## src/rtl/rc4_pkg.sv

```systemverilog
// Shared constants and types for the RC4 brute-force key dispatcher.
package rc4_pkg;

    localparam int KEY_WIDTH = 22;
    localparam logic [KEY_WIDTH-1:0] KEY_MAX = 22'h3FFFFF;

    typedef logic [KEY_WIDTH-1:0] key_t;

    typedef enum logic [2:0] {
        ST_IDLE,
        ST_DISPATCH,
        ST_DRAIN,
        ST_FOUND,
        ST_EXHAUSTED
    } disp_state_t;

endpackage

```

## src/rtl/rr_arbiter.sv

```systemverilog
// Combinational round-robin arbiter: one-hot grant to the first requester
// at or after ptr, wrapping around. The caller owns the pointer register.
module rr_arbiter #(
    parameter int N     = 2,
    parameter int PTR_W = (N > 1) ? $clog2(N) : 1
) (
    input  logic [N-1:0]     req,
    input  logic [PTR_W-1:0] ptr,
    output logic [N-1:0]     grant
);

    generate
        if (N == 1) begin : g_single
            // A single requester is always the winner.
            assign grant = req;
        end else begin : g_multi
            logic [2*N-1:0] req_dbl;
            logic [N-1:0]   rot_req;
            logic [N-1:0]   rot_grant;
            logic [2*N-1:0] grant_dbl;

            // Rotate so ptr sits at bit 0, take the lowest set bit, rotate back.
            always_comb begin
                req_dbl   = {req, req} >> ptr;
                rot_req   = req_dbl[N-1:0];
                rot_grant = rot_req & (~rot_req + N'(1));
                grant_dbl = {{N{1'b0}}, rot_grant} << ptr;
                grant     = grant_dbl[N-1:0] | grant_dbl[2*N-1:N];
            end
        end
    endgenerate

endmodule

```

## src/rtl/rc4_key_dispatcher.sv

```systemverilog
// Hands out sequential candidate keys to idle RC4 cores, tracks which key
// each core holds, and reports the winning key or exhaustion of the space.
module rc4_key_dispatcher #(
    parameter int NUM_CORES = 2,
    parameter int KEY_WIDTH = rc4_pkg::KEY_WIDTH,
    parameter logic [KEY_WIDTH-1:0] KEY_MAX = KEY_WIDTH'(rc4_pkg::KEY_MAX)
) (
    input  logic                 clk,
    input  logic                 reset_n,
    input  logic                 start,
    input  logic [NUM_CORES-1:0] core_req,
    input  logic [NUM_CORES-1:0] core_done,
    input  logic [NUM_CORES-1:0] core_ok,
    output logic [NUM_CORES-1:0] key_load,
    output logic [KEY_WIDTH-1:0] key_value,
    output logic                 stop_all,
    output logic                 found,
    output logic [KEY_WIDTH-1:0] found_key,
    output logic                 exhausted,
    output logic                 busy,
    output logic [KEY_WIDTH-1:0] last_issued
);
    import rc4_pkg::*;

    localparam int PTR_W = (NUM_CORES > 1) ? $clog2(NUM_CORES) : 1;

    disp_state_t          state_reg, state_next;
    logic [KEY_WIDTH-1:0] next_key_reg;
    logic [KEY_WIDTH-1:0] last_issued_reg;
    logic [KEY_WIDTH-1:0] found_key_reg;
    logic [KEY_WIDTH-1:0] key_table_reg [NUM_CORES];
    logic [NUM_CORES-1:0] outstanding_reg;
    logic [PTR_W-1:0]     ptr_reg;
    logic                 found_reg;
    logic                 exhausted_reg;
    logic                 stop_all_reg;

    logic [NUM_CORES-1:0] eligible;
    logic [NUM_CORES-1:0] grant_raw;
    logic [NUM_CORES-1:0] done_valid;
    logic [NUM_CORES-1:0] ok_hits;
    logic                 hit_any;
    logic                 issue;
    logic                 restart;
    logic [PTR_W-1:0]     grant_idx;
    logic [PTR_W-1:0]     win_idx;
    logic [PTR_W-1:0]     ptr_after;

    // A core finishing this cycle is not re-armed until its result is absorbed.
    assign eligible   = core_req & ~outstanding_reg & ~core_done;
    assign done_valid = core_done & outstanding_reg;
    assign ok_hits    = done_valid & core_ok;
    assign hit_any    = |ok_hits;
    assign restart    = start && (state_reg inside {ST_IDLE, ST_FOUND, ST_EXHAUSTED});

    rr_arbiter #(
        .N     (NUM_CORES),
        .PTR_W (PTR_W)
    ) u_arb (
        .req   (eligible),
        .ptr   (ptr_reg),
        .grant (grant_raw)
    );

    // Encode the granted core and the lowest-index successful core.
    always_comb begin
        grant_idx = '0;
        win_idx   = '0;
        for (int i = NUM_CORES - 1; i >= 0; i--) begin
            if (grant_raw[i]) grant_idx = PTR_W'(i);
            if (ok_hits[i])   win_idx   = PTR_W'(i);
        end
        ptr_after = (grant_idx == PTR_W'(NUM_CORES - 1)) ? '0 : grant_idx + PTR_W'(1);
    end

    // Next-state logic and the combinational key handout.
    always_comb begin
        state_next = state_reg;
        key_load   = '0;
        issue      = 1'b0;
        case (state_reg)
            ST_IDLE: begin
                if (start) state_next = ST_DISPATCH;
            end
            ST_DISPATCH: begin
                if (hit_any) begin
                    state_next = ST_FOUND;
                end else if (|grant_raw) begin
                    key_load = grant_raw;
                    issue    = 1'b1;
                    if (next_key_reg == KEY_MAX) state_next = ST_DRAIN;
                end
            end
            ST_DRAIN: begin
                if (hit_any)                  state_next = ST_FOUND;
                else if (outstanding_reg == '0) state_next = ST_EXHAUSTED;
            end
            ST_FOUND, ST_EXHAUSTED: begin
                if (start) state_next = ST_DISPATCH;
            end
            default: state_next = ST_IDLE;
        endcase
    end

    assign key_value   = issue ? next_key_reg : '0;
    assign busy        = (state_reg == ST_DISPATCH) || (state_reg == ST_DRAIN);
    assign stop_all    = stop_all_reg;
    assign found       = found_reg;
    assign found_key   = found_key_reg;
    assign exhausted   = exhausted_reg;
    assign last_issued = last_issued_reg;

    // Control state, key counter, outstanding flags and result flags.
    always_ff @(posedge clk or negedge reset_n) begin
        if (!reset_n) begin
            state_reg       <= ST_IDLE;
            next_key_reg    <= '0;
            last_issued_reg <= '0;
            found_key_reg   <= '0;
            outstanding_reg <= '0;
            ptr_reg         <= '0;
            found_reg       <= 1'b0;
            exhausted_reg   <= 1'b0;
            stop_all_reg    <= 1'b0;
        end else begin
            state_reg <= state_next;
            if (restart) begin
                next_key_reg    <= '0;
                found_key_reg   <= '0;
                outstanding_reg <= '0;
                ptr_reg         <= '0;
                found_reg       <= 1'b0;
                exhausted_reg   <= 1'b0;
                stop_all_reg    <= 1'b0;
            end else begin
                if (state_reg == ST_DISPATCH || state_reg == ST_DRAIN)
                    outstanding_reg <= (outstanding_reg & ~done_valid) | (issue ? grant_raw : '0);
                if (issue) begin
                    last_issued_reg <= next_key_reg;
                    ptr_reg         <= ptr_after;
                    if (next_key_reg != KEY_MAX) next_key_reg <= next_key_reg + KEY_WIDTH'(1);
                end
                if (state_next == ST_FOUND && state_reg != ST_FOUND) begin
                    found_reg     <= 1'b1;
                    found_key_reg <= key_table_reg[win_idx];
                    stop_all_reg  <= 1'b1;
                end
                if (state_next == ST_EXHAUSTED && state_reg != ST_EXHAUSTED) begin
                    exhausted_reg <= 1'b1;
                    stop_all_reg  <= 1'b1;
                end
            end
        end
    end

    // Key held by each core; only read while that core is outstanding.
    always_ff @(posedge clk) begin
        if (issue) key_table_reg[grant_idx] <= next_key_reg;
    end

endmodule

```

## config.mk

```make
export PLATFORM = sky130hd
export DESIGN_NAME = rc4_key_dispatcher
export DESIGN_NICKNAME = d
export VERILOG_FILES = /design/src/rtl/rc4_pkg.sv /design/src/rtl/rr_arbiter.sv /design/src/rtl/rc4_key_dispatcher.sv
export SDC_FILE = /design/constraint.sdc
export NUM_CORES = 1
export LEC_CHECK = 0
export ABC_AREA = 1
export CORE_UTILIZATION = 58
export CTS_CLUSTER_SIZE = 8
export DETAILED_ROUTE_END_ITERATION = 12
export GPL_TIMING_DRIVEN = 0
export HOLD_SLACK_MARGIN = 0.02
export PLACE_DENSITY = 0.85
export SYNTH_ARGS = -nofsm -noshare
export SYNTH_HDL_FRONTEND = slang
export SYNTH_SLANG_ARGS = --single-unit
export TNS_END_PERCENT = 20
```

## constraint.sdc

```tcl
create_clock -name clk -period 7.06 [get_ports clk]
set_input_delay 2.118 -clock clk [delete_from_list [all_inputs] [get_ports clk]]
set_output_delay 2.118 -clock clk [all_outputs]
set_load 0.03 [all_outputs]
```

=== Yosys cells after proc, flatten, opt, wreduce, memory -nomap -nowiden ===
Memory sizes are Yosys's and may differ from the RTL's.
Index checks and enable logic that the tools add are counted.

* $add $sub $neg: 3
* Equal/unequal tests: 10
* Shift operators: 2
* Mux-type cells: 37
* Bitwise gates (word level): 13
* Reduce and logical (&&, ||, !) cells: 18

{| class="wikitable"
|+ Operators by type and width
! operator !! number
|-
| $mux 22 || 6
|-
| $add 22x1->22 const B || 1
|-
| $eq 22x22->1 const B || 1
|-
| $ne 22x22->1 const B || 1
|-
| $mux 1 || 18
|-
| $mux 3 || 6
|-
| $and 2x2->2 || 6
|-
| $mux 2 || 6
|-
| $reduce_bool 2->1 || 5
|-
| $eq 3x2->1 const B || 3
|-
| $pmux 3 s3 || 1
|-
| $not 2->2 || 4
|-
| $eq 3x3->1 const B || 2
|-
| $reduce_bool 3->1 || 2
|-
| $or 2x2->2 || 2
|-
| $reduce_and 2->1 || 2
|-
| $reduce_or 2->1 || 2
|-
| $shl 2x1->4 || 1
|-
| $shr 4x1->2 || 1
|-
| $eq 3x1->1 const B || 1
|-
| $logic_and 1x1->1 || 3
|-
| $logic_not 3->1 || 1
|-
| $ne 3x2->1 const B || 1
|-
| $ne 3x3->1 const B || 1
|-
| 6 further kinds || 6
|}

* Register bits after elaboration: 75
* Bits in writable memories: 44
* Input port bits: 9
* Output and inout bits: 72
* Word-level logic and storage cells: 93
* Memories kept: 1

{| class="wikitable"
|+ Memories
! memory !! depth !! width !! rd ports !! clocked after memory_dff !! wr ports !! RTL line !! source
|-
| key_table_reg || 2 || 22 || 1 || 0 || 1 || rc4_key_dispatcher.sv:31 || <nowiki>logic [KEY_WIDTH-1:0] key_table_reg [NUM_CORES];</nowiki>
|}

=== Longest topological paths before layout ===
* Depth after elaboration: 18
* Gate-level depth with buffers: 14
* Depth with buffers taken out: 14

=== Modules after synthesis ===
From an unflattened synthesis, not the netlist that was laid out.

* Cell total of the unflattened synthesis: 506
* Area total of the unflattened synthesis: 5321.4 um^2

{| class="wikitable"
|+ By module, submodules not included
! module !! times used !! cells each !! area an instance (um^2) !! seq. area each (um^2)
|-
| rc4_key_dispatcher || 1 || 501 || 5301.3 || 3198.1
|-
| rr_arbiter || 1 || 5 || 20.0 || 0.0
|}

=== Least setup slack after synthesis ===
Ideal clock, no wire load.

* Path type: input to output
* Start point: input core_done[0]
* End point: output key_value[10]
* Arrival: 3.392 ns
* Data required time: 4.942 ns
* Setup slack: 1.550 ns
* Cell stages on the path: 8
* Buffers on the path: 1
* Cell sequence: nor2_1 nand2_1 nand2_1 nand2_1 nor2_2 clkinv_1 clkbuf_1 nor2_1

* Word-level cells in the longest chain between the ends: 13

{| class="wikitable"
|+ RTL lines
! element !! RTL line !! source
|-
| start: declaration || rc4_key_dispatcher.sv:12 || <nowiki>input logic [NUM_CORES-1:0] core_done,</nowiki>
|-
| $not 2->2 || rc4_key_dispatcher.sv:50 || <nowiki>assign eligible = core_req & ~outstanding_reg & ~core_done;</nowiki>
|-
| $and 2x2->2 || rc4_key_dispatcher.sv:50 ||
|-
| $shr 4x1->2 || rr_arbiter.sv:24 || <nowiki>req_dbl = {req, req} >> ptr;</nowiki>
|-
| $not 2->2 || rr_arbiter.sv:26 || <nowiki>rot_grant = rot_req & (~rot_req + N'(1));</nowiki>
|-
| $add 2x1->2 || rr_arbiter.sv:26 ||
|-
| $and 2x2->2 || rr_arbiter.sv:26 ||
|-
| $shl 2x1->4 || rr_arbiter.sv:27 || <nowiki>grant_dbl = {{N{1'b0}}, rot_grant} << ptr;</nowiki>
|-
| $or 2x2->2 || rr_arbiter.sv:28 || <nowiki>grant = grant_dbl[N-1:0] | grant_dbl[2*N-1:N];</nowiki>
|-
| $reduce_or 2->1 || rc4_key_dispatcher.sv:88 || <nowiki>end else if (|grant_raw) begin</nowiki>
|-
| $mux 1 || rc4_key_dispatcher.sv:88 ||
|-
| $mux 1 (*) || rc4_key_dispatcher.sv:86 || <nowiki>if (hit_any) begin</nowiki>
|-
| $mux 1 (*) || rc4_key_dispatcher.sv:81 || <nowiki>case (state_reg)</nowiki>
|-
| $mux 22 (*) || rc4_key_dispatcher.sv:105 || <nowiki>assign key_value = issue ? next_key_reg : '0;</nowiki>
|-
| end: declaration || rc4_key_dispatcher.sv:15 || <nowiki>output logic [KEY_WIDTH-1:0] key_value,</nowiki>
|}

Mark *: on every way between the ends. The rest lies on a longest branch, timed or not.

=== Final worst setup path ===
* Start point: input core_done[1]
* End point: output key_value[9]

The elaborated chain is that of the path after synthesis.

==> run summary <==
=======================================================================================
Outcome ..................................................................    completed
Starting Density .........................................................        59.5%
Site row count ...........................................................           34
Endpoint of the lowest-slack register-to-register path ................... key_table_reg[1][13]
Combinational family with the most area after synthesis .................. simple AND/OR/NAND/NOR gates
Buffer cell driving the clock tree root .................................. sky130_fd_sc_hd__clkbuf_8
Share of total power in the clock network ................................        32.4%
Area inside the core boundary ............................................   8680 sq um
Post-synthesis average cell area .........................................   10.4 sq um
Top post-synthesis cells by count ........................................ 75 x sky130_fd_sc_hd__dfrtp_1, 75 x sky130_fd_sc_hd__nand2_1, 48 x sky130_fd_sc_hd__inv_1, 44 x sky130_fd_sc_hd__edfxtp_1, 44 x sky130_fd_sc_hd__nand3_1
Remaining antenna violation count ........................................            0
Worst voltage drop across the vdd grid ...................................       244 uV
Portion of the post-synthesis area used by sequential elements ...........        61.9%
Final setup violation count ..............................................            0
Number of I/O pins .......................................................           81
Number of violations of the max-capacitance limit ........................            0
Crit path time final .....................................................      6750 ps
Die Span X ............................................................... 96.4 microns
Max H-tree Level .........................................................            4
Area share of the largest cell type after synthesis ......................        36.3%
Aggregate negative setup slack ...........................................         0 ps
Seq pwr share ............................................................        35.3%
Fraction of power consumed by combinational cells ........................        32.3%
Fraction of final layout cells sized beyond drive strength 1 .............        12.5%
Number of filler instances in the final layout ...........................          573
Number of flops mapped to enable cells by yosys ..........................           44
Mapped Nets ..............................................................          505
Reported net switching power .............................................      1.05 mW
Setup slack on the worst flop-to-flop path ...............................      4440 ps
Arrival time at the worst endpoint .......................................      4640 ps
Min-delay src ............................................................ last_issued[6]
Total global routing overflow ............................................            0
Setup WS pre-CTS .........................................................       427 ps
Number of cells on the worst reg-to-reg path .............................            9
Synthesized-area fraction occupied by adder cells ........................       0.242%
Flip-flop count of the largest register after layout .....................           44
Total via count after detailed routing ...................................         4182
Max-Slew Margin vs Limit .................................................        39.2%
Crit. End Element ........................................................  output port
TritonCTS clock tree .....................................................        built
Global-route wire length before repair ...................................      20.5 mm
Number of register bits inferred by synthesis ............................          119
Worst setup path class ................................................... input pin to output port
Post-detailed-placement half-perimeter wirelength ........................      8.76 mm
Internal power summed over all cells .....................................      1.83 mW
RSZ-0062 raised after global routing .....................................           no
Count of different cell masters after synthesis ..........................           36
Global Route Usage Sum ...................................................        30.6%
Final #Nets ..............................................................          606
Pin count of the biggest net entering global routing .....................           55
Count of endpoints failing hold in the final timing report ...............            0
Peak fanout along the critical path ......................................           10
Hold path cells ..........................................................            2
Die height ............................................................... 96.4 microns
Post-cts gate resize count ...............................................            0
Number of violations reported at the end of detailed-routing iteration 0 .          338
Critical Path Source Type ................................................    input pin
Clock net sink count .....................................................          119
FFs w/ async S/R, synth ..................................................        63.0%
Antenna diode count ......................................................            0
Maximum single-stage delay on the critical path ..........................       700 ps
Top post-synthesis cells by area ......................................... sky130_fd_sc_hd__dfrtp_1 36%, sky130_fd_sc_hd__edfxtp_1 26%, sky130_fd_sc_hd__nand2_1 5.5%, sky130_fd_sc_hd__mux2i_1 4.3%, sky130_fd_sc_hd__nand3_1 4.3%
Final number of max-transition violations ................................            0
Share of the synthesized area in compound gates (AO/OA/AOI/OAI) ..........        9.60%
Post-Synth XOR/XNOR Area .................................................       0.509%
Via/cell ratio ...........................................................         5.83
Multiplexer fraction of the synthesized cell area ........................        4.26%
Cts bufs inserted ........................................................           17
Syn. warnings ............................................................            0
Leak Pwr .................................................................      2.92 nW
Largest delay share family, worst path ................................... buffers and inverters
Pwr/cell area ............................................................  424 nW/um^2
Cell breakdown of the critical path ...................................... clkdlybuf4s50_1, inv_1, nand3_1, nand2_1, nand2_1, nor2_2, clkinv_1, clkbuf_1, nor2_1, clkdlybuf4s50_1
Later-pin clock latency in the skew report ...............................       510 ps
Fmax .....................................................................    0.148 GHz
Net switching fraction of the power ......................................        36.4%
RR Startpoint ............................................................ outstanding_reg[1]
Count of mapped cells out of synthesis ...................................          495
Number of remaining DRC errors ...........................................            0
Kind of path behind the tightest hold check .............................. register to register
Initial antenna violation count ..........................................            0
Slowest stage cell on the critical path .................................. sky130_fd_sc_hd__clkdlybuf4s50_1
Post-synth top flop ...................................................... sky130_fd_sc_hd__dfrtp_1
Largest buffer count on any clock path ...................................            2
Clk_skew .................................................................      7.16 ps
Buffer count from post-CTS setup fixing ..................................            0
Data required time at the worst endpoint .................................      4940 ps
Final weighted congestion in routability-driven placement ................        0.894
Clock transition at path regs ............................................        60 ps
Cell type contributing the most total cell area after synthesis .......... sky130_fd_sc_hd__dfrtp_1
CTS hold repair buffers ..................................................            0
Share of the clock period used by the worst path after layout ............        95.7%
Worst path setup slack after routing .....................................       306 ps
Post-synthesis simple-gate area fraction .................................        17.6%
Final routed wirelength across all metal layers ..........................      13.1 mm
CP Buf/Inv Count .........................................................            5
Total die area ...........................................................   9280 sq um
Total standard cell area after synthesis .................................   5160 sq um
Number of global-route vias before repair ................................         3996
Post-detailed-route wirelength per cell .................................. 18.2 microns
Worst-Margin Slew ........................................................       911 ps
Synth-to-layout area growth ..............................................        31.3%
End of the worst hold path ............................................... last_issued[6]
Buffers added on ports ...................................................           80
Number of detailed-routing iterations run before antenna repair ..........            5
=======================================================================================
==> metrics by stage <==
step | cell area [sq um] | power (mW) | hold WS (ps) | cells | util (%)
floorplan | 5160 | 1.57 | 464 | 495 | -
global placement | 6100 | 1.89 | 469 | 683 | 70.3
detailed placement | 6140 | 1.93 | 481 | 685 | 70.8
CTS | 6780 | 2.87 | 495 | 717 | 78.1
global route | 6780 | 2.99 | 513 | 717 | 78.1
finish | 6780 | 2.88 | 490 | 717 | 78.1
==> cell usage in the layout, fill, tap and decap left out, types with 2 or more instances in the layout <==
cell | netlist | final
sky130_fd_sc_hd__nor3_2 | 3 | 3
sky130_fd_sc_hd__mux2i_1 | 22 | 22
sky130_fd_sc_hd__inv_2 | 3 | 3
sky130_fd_sc_hd__o211ai_1 | 2 | 2
sky130_fd_sc_hd__clkbuf_1 | 11 | 12
sky130_fd_sc_hd__nand3_1 | 44 | 44
sky130_fd_sc_hd__a22oi_1 | 2 | 2
sky130_fd_sc_hd__edfxtp_1 | 44 | 44
sky130_fd_sc_hd__nand2_1 | 75 | 75
sky130_fd_sc_hd__clkbuf_16 | 0 | 16
sky130_fd_sc_hd__o31ai_1 | 2 | 2
sky130_fd_sc_hd__o21ai_1 | 14 | 14
sky130_fd_sc_hd__o21ai_0 | 37 | 37
sky130_fd_sc_hd__nor3_1 | 7 | 7
sky130_fd_sc_hd__nor4_1 | 3 | 3
sky130_fd_sc_hd__nand4_1 | 7 | 7
sky130_fd_sc_hd__nor2_4 | 2 | 2
sky130_fd_sc_hd__nand2_4 | 3 | 3
sky130_fd_sc_hd__bufinv_16 | 0 | 5
sky130_fd_sc_hd__clkdlybuf4s50_1 | 0 | 79
sky130_fd_sc_hd__nor2_1 | 39 | 38
sky130_fd_sc_hd__buf_6 | 4 | 4
sky130_fd_sc_hd__buf_2 | 3 | 3
sky130_fd_sc_hd__o21ai_2 | 10 | 10
sky130_fd_sc_hd__inv_6 | 0 | 4
sky130_fd_sc_hd__inv_1 | 48 | 48
sky130_fd_sc_hd__a21oi_1 | 12 | 12
sky130_fd_sc_hd__nor2_2 | 6 | 7
sky130_fd_sc_hd__nand2_2 | 5 | 5
sky130_fd_sc_hd__xor2_1 | 3 | 3
sky130_fd_sc_hd__clkinv_1 | 1 | 2
sky130_fd_sc_hd__clkinvlp_4 | 0 | 4
sky130_fd_sc_hd__dfrtp_1 | 75 | 75
==> layout make-up <==
cell class	instances	area, sq um	share of cell area, %
inverters	52	195	2.88
multi-input cells	305	1670	24.6
well taps	108	135	1.99
plain buffers	19	105	1.55
flip-flops and latches	119	3200	47.2
clock inverters	14	219	3.23
clock buffers	18	418	6.16
repair buffers	82	841	12.4
==> layer usage <==
metal  GRT usage, %  wire [microns]  vias to the layer above  part of all wire [%]
met5              0               0                        -                     0
met4           13.6             355                        0                   2.7
met3           6.32             939                       40                   7.2
met2           48.2            6250                      238                    48
met1           41.2            5530                     2021                    42
li1               -               -                     1883                     -
==> how the worst max path moves through the flow <==
stage | startpoint | endpoint | slack (ps) | depth (start not counted)
2_1_floorplan | core_done[0] | key_value[10] | 1550 | 8
3_3_place_gp | core_done[0] | key_value[9] | 520 | 10
3_5_place_dp | core_done[0] | key_value[9] | 430 | 10
4_1_cts | core_done[1] | key_value[9] | 340 | 10
5_1_grt | core_done[1] | key_value[4] | 150 | 10
6_report | core_done[1] | key_value[9] | 310 | 10
==> power groups by stage <==
| stage | sequential, mW | clock (mW) | combinational (mW) |
|---|---|---|---|
| floorplan | 1.16 | 0 | 0.408 |
| global placement | 1.01 | 0 | 0.880 |
| detailed placement | 1.02 | 0 | 0.910 |
| CTS | 1.01 | 0.937 | 0.924 |
| global route | 1.03 | 0.967 | 0.996 |
| finish | 1.01 | 0.932 | 0.929 |
==> cell families (layout without fill, tap and decap cells) <==
| kind of cell | Yosys count | after routing |
|---|---|---|
| AOI/OAI and AO/OA | 84 | 84 |
| muxes | 22 | 22 |
| DFF | 119 | 119 |
| xor gates and xnor gates | 3 | 3 |
| adders and majority gates | 1 | 1 |
| and+or+nand+nor | 195 | 195 |
| buffers and inverters | 71 | 185 |
==> worst min-delay path, cell delays in order, from the launching register on <==
cell                      delay [ps]
sky130_fd_sc_hd__dfrtp_1         340
sky130_fd_sc_hd__nand2_1          50
sky130_fd_sc_hd__o21ai_0          60
Note: power is estimated with default switching activity, not from simulation.
==> patch (same flow settings) <==
Add an input register stage for `start`, `core_req`, `core_done` and `core_ok`; this delays them by one clock.
--- a/src/rtl/rc4_key_dispatcher.sv
+++ b/src/rtl/rc4_key_dispatcher.sv
@@ -24,6 +24,18 @@
 
     localparam int PTR_W = (NUM_CORES > 1) ? $clog2(NUM_CORES) : 1;
 
+    logic start_q;
+    logic [NUM_CORES-1:0] core_req_q;
+    logic [NUM_CORES-1:0] core_done_q;
+    logic [NUM_CORES-1:0] core_ok_q;
+
+    always_ff @(posedge clk) begin
+        start_q     <= start;
+        core_req_q  <= core_req;
+        core_done_q <= core_done;
+        core_ok_q   <= core_ok;
+    end
+
     disp_state_t          state_reg, state_next;
     logic [KEY_WIDTH-1:0] next_key_reg;
     logic [KEY_WIDTH-1:0] last_issued_reg;
@@ -47,11 +59,11 @@
     logic [PTR_W-1:0]     ptr_after;
 
     // A core finishing this cycle is not re-armed until its result is absorbed.
-    assign eligible   = core_req & ~outstanding_reg & ~core_done;
-    assign done_valid = core_done & outstanding_reg;
-    assign ok_hits    = done_valid & core_ok;
+    assign eligible   = core_req_q & ~outstanding_reg & ~core_done_q;
+    assign done_valid = core_done_q & outstanding_reg;
+    assign ok_hits    = done_valid & core_ok_q;
     assign hit_any    = |ok_hits;
-    assign restart    = start && (state_reg inside {ST_IDLE, ST_FOUND, ST_EXHAUSTED});
+    assign restart    = start_q && (state_reg inside {ST_IDLE, ST_FOUND, ST_EXHAUSTED});
 
     rr_arbiter #(
         .N     (NUM_CORES),
@@ -80,7 +92,7 @@
         issue      = 1'b0;
         case (state_reg)
             ST_IDLE: begin
-                if (start) state_next = ST_DISPATCH;
+                if (start_q) state_next = ST_DISPATCH;
             end
             ST_DISPATCH: begin
                 if (hit_any) begin
@@ -96,7 +108,7 @@
                 else if (outstanding_reg == '0) state_next = ST_EXHAUSTED;
             end
             ST_FOUND, ST_EXHAUSTED: begin
-                if (start) state_next = ST_DISPATCH;
+                if (start_q) state_next = ST_DISPATCH;
             end
             default: state_next = ST_IDLE;
         endcase
Behaviour: not the same (Yosys sat finds a counterexample within 4 cycles, from zero or initial values and one cycle with reset_n low).
==> patch against the unedited design <==
Total power fell by 8.9%; die area rose by 5.0%; maximum frequency increased by 41%; synthesized area rose by 5.1%; first-iteration DRC count rose by 7.1%; sequential cell count is 7 higher; final area increased by 3.1%; setup slack improved by 2.0 ns; non-clock buffer count up 6; routed wire length rose by 3.1%; cell count rose by 13%; critical path type is now flip-flop to output pin; critical endpoint is now key_value[6].
==> patch: results (changes against the unedited design) <==
layout:
  clkbuf_count: 19  # +1
  nFillCells: 602  # +5.1%
  nNetsFinal: 697  # +15%
  final-clk-cell-share: 0.08375  # -0.01020
  layoutNonFillerInstCount: 808  # +13%
  design_area_mm2: 0.006992  # +3.1%
  signal_buffer_area_fraction: 0.1401  # +0.0005866
  buffers: 107  # +5.9%
  multi_input_area_share: 0.2466  # +0.0005673
  nMultiInputCombCells: 374  # +23%
  non_clock_inverter_count: 61  # +17%
  drive_above_1_share: 0.07857  # -0.04622
logic_synthesis:
  synth_async_sr_flop_share: 0.5952  # -0.03501
  ys_seq_area_frac: 0.6150  # -0.004306
  synth_xor_area_frac: 0.02420  # +0.01912
  synth_common_cells: "nand2_1 (150), dfrtp_1 (75), o21ai_0 (69)"
  yosysUniqueCellTypes: 26  # -28%
  synth_seq_cells: 126  # +5.9%
  synthAdderAreaFrac: 0.002305  # -0.0001179
  synth_cells: 586  # +18%
  ys_top_cells_by_area: "dfrtp_1 (35%), edfxtp_1 (24%), nand2_1 (10%)"
  synth_compound_area_frac: 0.07377  # -0.02219
  synth_nets: 596  # +18%
placement:
  pre_cts_slack_ns: 2.856  # +2.428 ns
  placed_cell_area_mm2: 0.006406  # +4.3%
  post-place-cells: 776  # +13%
  dp_hpwl_um: 9211  # +5.1%
global_route:
  grt_max_degree: 56  # +1.8%
  grt_pass1_vias: 4417  # +11%
  grt_use_met3: 0.06596  # +0.002766
  track_usage: 0.2990  # -0.007105
  grt_pass1_wl_um: 22170  # +8.1%
  met1_usage: 0.3879  # -0.02372
  use_met2: 0.4973  # +0.01502
power:
  ir_worst_vdd_uv: 188.8  # -23%
critical_path:
  crit_arrival_ns: 2.66  # -1.98 ns
  reg2reg_depth: 7  # -2
route:
  routed-wl-met2_um: 6694  # +7.1%
  wl_met3_um: 742  # -21%
  wl_met1_um: 5813  # +5.0%
  vias_per_cell: 5.507  # -5.6%
  dr.pass1.iters: 4  # -1
  drt-wirelength-per-cell_um: 16.69  # -8.5%
sta:
  finClkSkew_ns: 0.008127  # +0.0009648 ns
  maxSlewHeadroom: 0.4297  # +0.03793
status:
  status: "finished clean"
hold_path:
  hold_depth: 0  # -2
-- patch: final timing paths --
| path | startpoint | end | slack, ns |
|---|---|---|---|
| hold / removal | next_key_reg[2] | key_table_reg[1][2] | 0.47 |
| max in group asynchronous | reset_n | last_issued[1] | 5.02 |
| hold reg to reg | next_key_reg[2] | key_table_reg[1][2] | 0.47 |
| setup / recovery | state_reg[1] | key_value[6] | 2.29 |
| setup reg to reg | state_reg[1] | key_table_reg[1][11] | 4.77 |
| min in group asynchronous | reset_n | found_key[19] | 1.48 |
-- patch: where the power goes --
| part | switching (mW) | internal [mW] | total [mW] |
|---|---|---|---|
| Combinational | 0.508 | 0.274 | 0.782 |
| Clock | 0.338 | 0.521 | 0.859 |
| Sequential | 0.0774 | 0.901 | 0.978 |
| Total | 0.924 | 1.70 | 2.62 |
